[src/rtl/tempo_scheduler_if.sv]
// Control/status bundle between round judging, tempo_scheduler and clock_divider.
// Round pulses flow master->slave; divider programming and game status flow back.
interface tempo_scheduler_if #(
  parameter int FREQ_W = 27
);
  logic              start;
  logic              round_pass;
  logic              round_fail;
  logic [FREQ_W-1:0] freq;
  logic              div_reset;
  logic [3:0]        level;
  logic [1:0]        lives;
  logic              game_over;

  modport master (
    output start,
    output round_pass,
    output round_fail,
    input  freq,
    input  div_reset,
    input  level,
    input  lives,
    input  game_over
  );

  modport slave (
    input  start,
    input  round_pass,
    input  round_fail,
    output freq,
    output div_reset,
    output level,
    output lives,
    output game_over
  );
endinterface

[src/rtl/tempo_scheduler.sv]
// Game tempo sequencer: programs clock_divider freq and holds/releases its reset.
// Optional macro TEMPO_LIVES_EN enables a lives counter (retry on fail).
module tempo_scheduler #(
  parameter int FREQ_W    = 27,
  parameter int FREQ_INIT = 10,
  parameter int FREQ_STEP = 2,
  parameter int FREQ_MIN  = 5,
  parameter int MAX_LEVEL = 15,
  parameter int NUM_LIVES = 3
) (
  input  logic        clk,
  input  logic        reset,
  tempo_scheduler_if.slave bus
);

  localparam logic [1:0] IDLE   = 2'd0;
  localparam logic [1:0] UPDATE = 2'd1;
  localparam logic [1:0] RUN    = 2'd2;
  localparam logic [1:0] OVER   = 2'd3;

`ifdef TEMPO_LIVES_EN
  localparam bit LIVES_EN = 1'b1;
`else
  localparam bit LIVES_EN = 1'b0;
`endif

  localparam logic [FREQ_W-1:0] F_INIT  = FREQ_W'(FREQ_INIT);
  localparam logic [FREQ_W-1:0] F_MIN   = FREQ_W'(FREQ_MIN);
  localparam logic [FREQ_W-1:0] F_STEP  = FREQ_W'(FREQ_STEP);
  localparam logic [FREQ_W-1:0] F_FLOOR = FREQ_W'(FREQ_MIN + FREQ_STEP);
  localparam logic [3:0]        L_MAX   = 4'(MAX_LEVEL);
  localparam logic [1:0]        L_START = LIVES_EN ? 2'(NUM_LIVES) : 2'd0;

  logic [1:0]        state_q, state_d;
  logic [FREQ_W-1:0] freq_q, freq_d;
  logic [3:0]        level_q, level_d;
  logic [1:0]        lives_q, lives_d;
  logic              div_reset_q, div_reset_d;
  logic              game_over_q, game_over_d;

  always_comb begin
    state_d = state_q;
    freq_d  = freq_q;
    level_d = level_q;
    lives_d = lives_q;
    unique case (state_q)
      IDLE, OVER: begin
        if (bus.start) begin
          state_d = UPDATE;
          freq_d  = F_INIT;
          level_d = '0;
          lives_d = L_START;
        end
      end
      UPDATE: state_d = RUN;
      RUN: begin
        // fail has priority; a coincident pass is dropped
        if (bus.round_fail) begin
          if (LIVES_EN && lives_q > 2'd1) begin
            lives_d = lives_q - 2'd1;
            state_d = UPDATE;
          end else begin
            lives_d = '0;
            state_d = OVER;
          end
        end else if (bus.round_pass) begin
          state_d = UPDATE;
          freq_d  = (freq_q < F_FLOOR) ? F_MIN
                                       : freq_q - F_STEP;
          level_d = (level_q >= L_MAX) ? L_MAX
                                       : level_q + 4'd1;
        end
      end
      default: state_d = IDLE;
    endcase
    div_reset_d = (state_d != RUN);
    game_over_d = (state_d == OVER);
  end

  always_ff @(posedge clk) begin
    if (reset) begin
      state_q     <= IDLE;
      freq_q      <= F_INIT;
      level_q     <= '0;
      lives_q     <= '0;
      div_reset_q <= 1'b1;
      game_over_q <= 1'b0;
    end else begin
      state_q     <= state_d;
      freq_q      <= freq_d;
      level_q     <= level_d;
      lives_q     <= lives_d;
      div_reset_q <= div_reset_d;
      game_over_q <= game_over_d;
    end
  end

  assign bus.freq      = freq_q;
  assign bus.div_reset = div_reset_q;
  assign bus.level     = level_q;
  assign bus.lives     = lives_q;
  assign bus.game_over = game_over_q;

endmodule

[src/flat_wrapper.sv]
// flat-port wrapper written by rule: the top's interface ports become plain ports
module tempo_scheduler_flat 
#(
  parameter int FREQ_W    = 27,
  parameter int FREQ_INIT = 10,
  parameter int FREQ_STEP = 2,
  parameter int FREQ_MIN  = 5,
  parameter int MAX_LEVEL = 15,
  parameter int NUM_LIVES = 3
)
  (clk, reset, bus_start, bus_round_pass, bus_round_fail, bus_freq, bus_div_reset, bus_level, bus_lives, bus_game_over);
  tempo_scheduler_if #(.FREQ_W(FREQ_W)) bus_i ();
  input  logic clk;
  input  logic reset;
  input wire logic [$bits(bus_i.start)-1:0] bus_start;
  input wire logic [$bits(bus_i.round_pass)-1:0] bus_round_pass;
  input wire logic [$bits(bus_i.round_fail)-1:0] bus_round_fail;
  output wire logic [$bits(bus_i.freq)-1:0] bus_freq;
  output wire logic [$bits(bus_i.div_reset)-1:0] bus_div_reset;
  output wire logic [$bits(bus_i.level)-1:0] bus_level;
  output wire logic [$bits(bus_i.lives)-1:0] bus_lives;
  output wire logic [$bits(bus_i.game_over)-1:0] bus_game_over;
  assign bus_i.start = bus_start;
  assign bus_i.round_pass = bus_round_pass;
  assign bus_i.round_fail = bus_round_fail;
  assign bus_freq = bus_i.freq;
  assign bus_div_reset = bus_i.div_reset;
  assign bus_level = bus_i.level;
  assign bus_lives = bus_i.lives;
  assign bus_game_over = bus_i.game_over;
  tempo_scheduler #(.FREQ_W(FREQ_W), .FREQ_INIT(FREQ_INIT), .FREQ_STEP(FREQ_STEP), .FREQ_MIN(FREQ_MIN), .MAX_LEVEL(MAX_LEVEL), .NUM_LIVES(NUM_LIVES)) u_core (.clk(clk), .reset(reset), .bus(bus_i));
endmodule
[config.mk]
export PLATFORM = sky130hd
export DESIGN_NAME = tempo_scheduler_flat
export DESIGN_NICKNAME = d
export VERILOG_FILES = /design/src/rtl/tempo_scheduler_if.sv /design/src/rtl/tempo_scheduler.sv /design/src/flat_wrapper.sv
export SDC_FILE = /design/constraint.sdc
export NUM_CORES = 1
export LEC_CHECK = 0
export CORE_MARGIN = 2
export CORE_UTILIZATION = 50
export DETAILED_ROUTE_END_ITERATION = 16
export HOLD_SLACK_MARGIN = 0.06
export PLACE_DENSITY = 0.75
export SLEW_MARGIN = 20
export SYNTH_ARGS = -nofsm -noshare
export SYNTH_HDL_FRONTEND = slang
export SYNTH_SLANG_ARGS = --single-unit
[constraint.sdc]
create_clock -name clk -period 2.43 [get_ports clk]
set_input_delay 0.243 -clock clk [delete_from_list [all_inputs] [get_ports clk]]
set_output_delay 0.243 -clock clk [all_outputs]
set_load 0.005 [all_outputs]
# == Word-level counts from Yosys, hierarchy flattened ==
# Cells that the tools add are included.
# op_classes
add_sub_neg,2
order_cmp,2
eq_ne,9
muxes,17
n_reduce_logical,5
# ops
operator,n
27-bit 2-to-1 mux,4
27-bit one-hot mux with 2 select lines,1
27-bit by 3-bit less-than comparator with 1-bit output (second input constant),1
27-bit by 2-bit subtractor with 27-bit output (second input constant),1
4-bit 2-to-1 mux,4
2-bit 2-to-1 mux,5
2-bit != test (second input constant),5
4-bit one-hot mux with 2 select lines,1
2-bit equality test (second input constant),3
2-bit one-hot mux with 3 select lines,1
4-bit by 1-bit adder with 4-bit output (second input constant),1
4-bit >= comparator (second input constant),1
2-bit one-hot mux with 2 select lines,1
4-bit AND reduction,1
3-bit AND reduction,1
2-bit by 1-bit equality test with 1-bit output (second input constant),1
2-bit zero test,1
2-bit nonzero test,1
2-bit OR reduction,1
# totals
in_bits,5
register_bits,37
output_inout_bits,35

# == Depth between registers and ports, before layout ==
# depth
depth_word,5
depth_mapped,9

# == Least setup slack after synthesis ==
# OpenSTA, ideal clock, no wires.
# synth_path
path_kind,flip-flop to flip-flop
startpoint,reg u_core.state_q[0]
endpoint,"reg u_core.freq_q[23], in the netlist u_core.bus.freq[23]"
stages_incl_launch_ff,7
t_arrival_ps,1816
required_ps,2359
path_slack_ps,543
period_less_slack_ps,1887
path_buffers,0
path_cell_list,dfxtp_1 -> inv_1 -> ha_1 -> mux2i_1 -> a211o_1 -> or4_1 -> a21oi_1
# synth_between
elab_chain_cells,4
word_cells_on_any_way,10
# synth_lines
element,line_no,rtl
from (decl),tempo_scheduler.sv:34,"logic [1:0] state_q, state_d;"
from (signal assigned),tempo_scheduler.sv:89,state_q <= state_d;
2-bit equality test or 2-bit zero test (tied branches),tempo_scheduler.sv:46,unique case (state_q)
2-bit OR reduction,tempo_scheduler.sv:46,
2-bit != test (no line) or 2-bit nonzero test (tied branches),--,
4-bit AND reduction (no line),--,
to (signal assigned),tempo_scheduler.sv:90,freq_q <= freq_d;
to (decl),tempo_scheduler.sv:35,"logic [FREQ_W-1:0] freq_q, freq_d;"
# Several ways; a longest one is shown, not always the timed one.
# A chain may end at the register's enable or synchronous reset.

# == Worst setup path in the final report ==
# Same ends and word-level chain as after synthesis.

==> impl_metrics.json <==
{
  "min_from": "u_core.bus.level[1]",
  "power.density_nw_per_um2": 513.7,
  "worstPathArrival_ns": 2.39,
  "grt_pass1_vias": 1567,
  "die_x_um": 63.86,
  "synth_top_cell_by_area": "dfxtp_1",
  "critPathTopFamily": "compound AO/OA/AOI/OAI gates",
  "fin_worst_skew_ns": 0.01035,
  "synth_top_area_share_pct": 39.11,
  "post_cts_buffers": 0,
  "dp_hpwl_um": 2853,
  "start_kind": "flip-flop",
  "rrSetupSlack_ns": 0.33,
  "grt_start_max_net_pins": 20,
  "netlist_top_cells_area": "dfxtp_1 39%, xor2_1 7.3%, nor2_1 6.7%",
  "status": "finished, final reports clean",
  "p_comb_share_pct": 23.2,
  "async_flop_share_pct": 0,
  "cts_buffers": 5,
  "synth_common_cells": "35 x dfxtp_1, 32 x nor2_1, 15 x xor2_1, 13 x a21oi_1, 11 x nand2_1",
  "rsz0062_at_grt": "false",
  "holdCritPathClass": "flip-flop to flip-flop",
  "seqPwrFrac_pct": 51.9,
  "hold_viol": 0,
  "slew_viol_final": 0,
  "cts-root-buf": "clkbuf_4",
  "critPathCaptureType": "flip-flop",
  "drc": 0,
  "clk_latency_ns": 0.36,
  "vias": 1622,
  "peakVddDrop_v": 0.0003536,
  "grt-ovfl-total": 0,
  "viasPerCell": 5.517,
  "fin_crit_ns": 2.097,
  "die_h_um": 63.86,
  "antenna_found_initial": 0,
  "ys_ff_latch": 35,
  "cp_max_fo": 6,
  "wire_per_inst_um": 13.19,
  "p_switching_mw": 0.3649,
  "start_util_pct": 52.86,
  "io_buffers": 37,
  "ff2ff_path_depth": 6,
  "drt_iter0_drc": 51,
  "tns_ns": 0,
  "yosysWarnings": 0,
  "synth_cell_types": 45,
  "drt_wl_total_um": 3879,
  "worst-setup-path-type": "flip-flop to flip-flop",
  "internal_power_mw": 0.7901,
  "fillers": 295,
  "critPathRequiredTime_ns": 2.73,
  "synthFlopType": "dfxtp_1",
  "holdBufCountCts": 0,
  "num_antenna_cells": 0,
  "fin_nets": 259,
  "synthToLayoutAreaGrowth_pct": 25.49,
  "die_area_sq_um": 4078,
  "path_clk_slew_ns": 0.10,
  "holdPathStages": 2,
  "rows": 21,
  "slowest_delay_ns": 0.49,
  "drive_gt1_share_pct": 8.468,
  "timing.rr.end": "u_core.bus.freq[23]",
  "grt_pass1_wl_um": 6810,
  "syn_area_per_cell_sq_um": 8.573,
  "first_pass_iters": 4,
  "cpMaxStageDelayCell": "or4_1",
  "maxCapViolCount": 0,
  "post_cts_resized": 0,
  "syn_area_sq_um": 1792,
  "clkSinkCount": 35,
  "leakagePower_nw": 0.7751,
  "cts_buffer_depth": 2,
  "place_congestion": 0.7823,
  "ys_seq_area_share_pct": 39.11,
  "cts_tree": "yes",
  "worst_pin_slew_ns": 0.4858,
  "synthCells": 209,
  "finalCritPeriodShare_pct": 86.28,
  "swShare_pct": 31.60,
  "ioPinCount": 40,
  "crit_buf_inv": 1,
  "synth-edff-count": 0,
  "ant_nets": 0,
  "min_to": "u_core.bus.level[1]",
  "r2r_start": "u_core.state_q[0]",
  "finalSetupViolCount": 0,
  "crit_chain": "inv_1 > ha_1 > mux2i_1 > a211o_1 > or4_1 > a21oi_1",
  "stdcell_count": 294,
  "synth_most_common_cell": "dfxtp_1",
  "pwr-share-clk_pct": 24.9,
  "slew-limit-headroom_pct": 66.69,
  "grtUsageTotal_pct": 21.20,
  "htree_levels": 2,
  "dp.cells": 288,
  "design.core.area_sq_um": 3390,
  "timing.fmax_ghz": 0.4769
}
-- state kept, by name, indices dropped and copies added, names as in the netlist --
signal	flops
u_core.bus.div_reset	1
u_core.bus.level	4
u_core.state_q	2
u_core.bus.game_over	1
u_core.bus.freq	27
-- kinds of logic (layout without fill, tap and decap cells) --
kind of cell,after synthesis,in the layout,share of synthesized area [%]
XOR/XNOR,21,21,10.27
AND/OR/NAND/NOR,90,90,28.07
adder cells (fa/ha/maj),5,5,3.492
buffers and inverters,20,58,5.307
multiplexers,1,1,0.5587
AO/OA/AOI/OAI,36,36,12.99
flip-flops,35,35,39.11
other,1,2,0.2093
-- power by group through the flow --
stage | clock, mW | combinational (mW) | sequential [mW]
finish | 0.288 | 0.268 | 0.599
CTS | 0.291 | 0.268 | 0.600
detailed placement | 0 | 0.265 | 0.613
global route | 0.317 | 0.300 | 0.603
global placement | 0 | 0.263 | 0.612
floorplan | 0 | 0.189 | 0.612
-- routing by layer --
layer | global-route usage, % | vias up | part of all wire [%]
met5 | 0 | - | 0
met1 | 23.88 | 754 | 43
met3 | 4.930 | 8 | 5.9
li1 | - | 809 | -
met4 | 11.68 | 0 | 2.2
met2 | 36.59 | 51 | 49
-- layout make-up --
type | count | area (sq um) | share of cell area, %
Clock buffer | 6 | 41.29 | 1.836
Inverter | 9 | 33.78 | 1.503
Multi-Input combinational cell | 155 | 999.7 | 44.46
Sequential cell | 35 | 700.7 | 31.16
Tap cell | 46 | 57.56 | 2.560
Timing Repair Buffer | 43 | 415.4 | 18.48
-- cell usage in the layout (no fill, tap or decap), drive strengths merged, types with 5 or more instances in the layout --
cell / instances
clkdlybuf4s50: 37
dfxtp: 35
nor2: 32
xor2: 15
a21oi: 13
nand2: 12
inv: 9
nor3: 9
nand3: 8
o21ai: 6
xnor2: 6
buf: 6
clkbuf: 6
nor4: 6
nand4: 5
ha: 5
-- worst register-to-register path, delay by kind of cell, from the launching register on --
kind	cells	cell delay [ns]
and+or+nand+nor	1	0.49
AOI/OAI and AO/OA	2	0.54
adders and majority gates	1	0.37
buffers and inverters	1	0.06
DFF	1	0.34
muxes	1	0.24
-- stage by stage --
step | power (mW) | util, % | instance area (sq um) | hold WS (ns) | setup slack (ns)
2_1_floorplan | 0.8005 | - | 1795 | 0.3269 | 0.5435
3_3_place_gp | 0.8753 | 65.12 | 2207 | 0.4745 | 0.4081
3_5_place_dp | 0.8778 | 65.12 | 2207 | 0.4789 | 0.3503
4_1_cts | 1.158 | 66.33 | 2248 | 0.4925 | 0.3305
5_1_grt | 1.219 | 66.33 | 2248 | 0.5286 | 0.2242
6_report | 1.155 | 66.33 | 2248 | 0.4879 | 0.3333
-- worst max-delay path by stage --
stage                                  from                  end  slack, ns  cells after the start
after global routing      u_core.state_q[0]  u_core.bus.freq[23]       0.22                      6
after global placement    u_core.state_q[0]  u_core.bus.freq[23]       0.41                      6
after CTS                 u_core.state_q[0]  u_core.bus.freq[23]       0.33                      6
final                     u_core.state_q[0]  u_core.bus.freq[23]       0.33                      6
after floorplan           u_core.state_q[0]  u_core.bus.freq[23]       0.54                      6
after detailed placement  u_core.state_q[0]  u_core.bus.freq[23]       0.35                      6
Note: power is estimated with default switching activity, not from simulation.
==> RTL edit (same flow settings) <==
Set the localparam `LIVES_EN` to 1'b1 (it was 1'b0).
--- a/src/rtl/tempo_scheduler.sv
+++ b/src/rtl/tempo_scheduler.sv
@@ -22,5 +22,5 @@
   localparam bit LIVES_EN = 1'b1;
 `else
-  localparam bit LIVES_EN = 1'b0;
+  localparam bit LIVES_EN = 1'b1;
 `endif
 
Behaviour: not the same (a bounded check fails within 4 cycles, from zero or initial values and one cycle with reset high).
==> RTL edit against the original RTL <==
Setup slack got worse by 0.14 ns; sequential cell count is 2 higher; synthesized area grew 9.1%; total power up 17%; design area is 13% higher; routed wire length rose by 7.8%; maximum frequency is 6.3% lower.
==> RTL edit: results (changes against the original RTL) <==
Post-CTS Setup Bufs=0 (unchanged); Setup Skew=0.00765 ns (-0.00269 ns); Critical R2R Launch=u_core.state_q[0]; ANT cells=0 (unchanged); worst slew pin tran=0.478 ns (-0.00741 ns); worst reg2reg setup slack=0.19 ns (-0.14 ns); vias in the first global route=1,579 (+0.77%); H-tree lvl count=2 (unchanged); largest net degree at the start of global routing=20 (unchanged); Final Net Count=283 (+9.3%); Reg-to-Reg End=u_core.bus.freq[6]; worst vdd ir=376 uV (+6.3%); critical path fanouts, max=12 (+6); Post-synth top cells=37 x dfxtp_1, 21 x nor2_1, 17 x a21oi_1, 17 x nand2_1, 13 x xor2_1; met3 Use GR=5.91% (+0.98 points); CP arrival=2.46 ns (+0.07 ns); first-pass GRT wire length=7.13 mm (+4.7%); dpl hpwl=2.96 mm (+3.8%); Yosys cell types=51 (+13%); Psw=381 uW (+4.4%); routed vias/inst=5.40 (-2.0%); worst reg2reg path depth=8 (+2); Reg clk slew, reported paths=0.07 ns (-0.03 ns); clock buffer depth=2 (unchanged); met1 Track Usage GR=27.2% (+3.3 points); Filler cells=323 (+9.5%); Post-Syn Nets=234; IO Port Bufs=39 (+5.4%); DRT antenna net count=0 (unchanged); share of cells above drive strength 1=15.4% (+6.9 points); clock insertion delay at the later pin of the skew report=0.29 ns (-0.07 ns); status=completed; WHS=0.488 ns (-0.0000640 ns); initial antenna violation count=0 (unchanged); DR iter-0 viols=53 (+3.9%); Leak=0.000891 uW (+15%); Hold WC Path Type=reg2reg; Final Wtd Congestion=0.830 (+6.1%); global routing usage on met2=33.9% (-2.7 points); GRT Total Usage=20.7% (-0.46 points); CTS Buf Count=5 (unchanged); WHS Path Cells=2 (unchanged); # resized after CTS=0 (unchanged); WL per Instance=13.0 um (-1.2%); Synth area leaders=dfxtp_1 38%, xor2_1 5.8%, a21oi_1 4.4%; hold wc startpoint=u_core.bus.level[1]; Root Driver=clkbuf_8; DR pass1 iterations=4 (unchanged); Ys Warns=0 (unchanged); Seq/Total Area, Yosys=37.9% (-1.2 points); Hold Crit Endpoint=u_core.bus.level[1]
==> RTL edit: cell types whose count changed in the layout (fill, tap and decap cells not counted), moves of 4 or more <==
| cell | delta |
|---|---|
| a21oi_1 | +4 |
| buf_4 | +5 |
| clkbuf_4 | -5 |
| clkbuf_8 | +6 |
| nand2_1 | +6 |
| nand3b_1 | +4 |
| nor2_1 | -11 |
| nor2_2 | +10 |
==> RTL edit: layout make-up <==
| cell class | count | share of cell area [%] |
|---|---|---|
| flip-flops and latches | 37 | 29.1 |
| well taps | 48 | 2.36 |
| repair buffers | 51 | 19.4 |
| multi-input cells | 171 | 44.7 |
| inverters | 7 | 1.03 |
| clock buffers | 7 | 3.40 |
==> RTL edit: layer usage <==
layer  wire (um)  vias to the layer above
li1            -                      888
met1        2010                      798
met2        1930                       41
met3         196                        8
met4          44                        0
met5           0                        -
==> RTL edit: worst max-delay path: stages (launching register included) <==
cell and delay [ns]:
dfxtp_1 0.36, inv_1 0.07, ha_1 0.35, mux2i_1 0.16, a2111oi_2 0.35, buf_4 0.25, nand2_1 0.08, or3_2 0.41
a21oi_1 0.14
==> RTL edit: how the worst max path moves through the flow <==
stage | to | slack, ns | startpoint | cells after the start
global route | u_core.bus.freq[6] | 0.05 | u_core.state_q[0] | 8
global placement | u_core.bus.freq[6] | 0.19 | bus_round_pass | 7
CTS | u_core.bus.freq[6] | 0.18 | u_core.state_q[0] | 8
floorplan | u_core.bus.freq[13] | 0.29 | u_core.state_q[0] | 8
detailed placement | u_core.bus.freq[6] | 0.18 | bus_round_pass | 7
finish | u_core.bus.freq[6] | 0.19 | u_core.state_q[0] | 8
==> RTL edit: power by group through the flow <==
stage	registers (uW)	logic [uW]	clock network, uW
global route	644	314	463
finish	641	281	427
global placement	655	281	0
detailed placement	655	282	0
floorplan	655	192	0
CTS	641	283	437
==> RTL edit: cells by family (layout without fill, tap and decap cells) <==
family / count (synthesis) / count (layout) / share of synthesized area, %
compound gates: 40 / 40 / 14.7
mux: 1 / 1 / 0.512
xor+xnor: 17 / 17 / 7.62
flops: 37 / 37 / 37.9
fa+ha+maj: 5 / 5 / 3.20
simple gates: 108 / 108 / 32.1
buf+inv: 16 / 65 / 4.03
==> RTL edit: metrics by stage <==
step           area [um2]  cells  total power (uW)  setup WS [ns]  util, %
2_1_floorplan        1950    224               846          0.291        -
3_3_place_gp         2450    314               936          0.194     66.1
3_5_place_dp         2450    314               937          0.182     66.1
4_1_cts              2540    321              1360          0.184     68.4
5_1_grt              2540    321              1420         0.0486     68.4
6_report             2540    321              1350          0.191     68.4
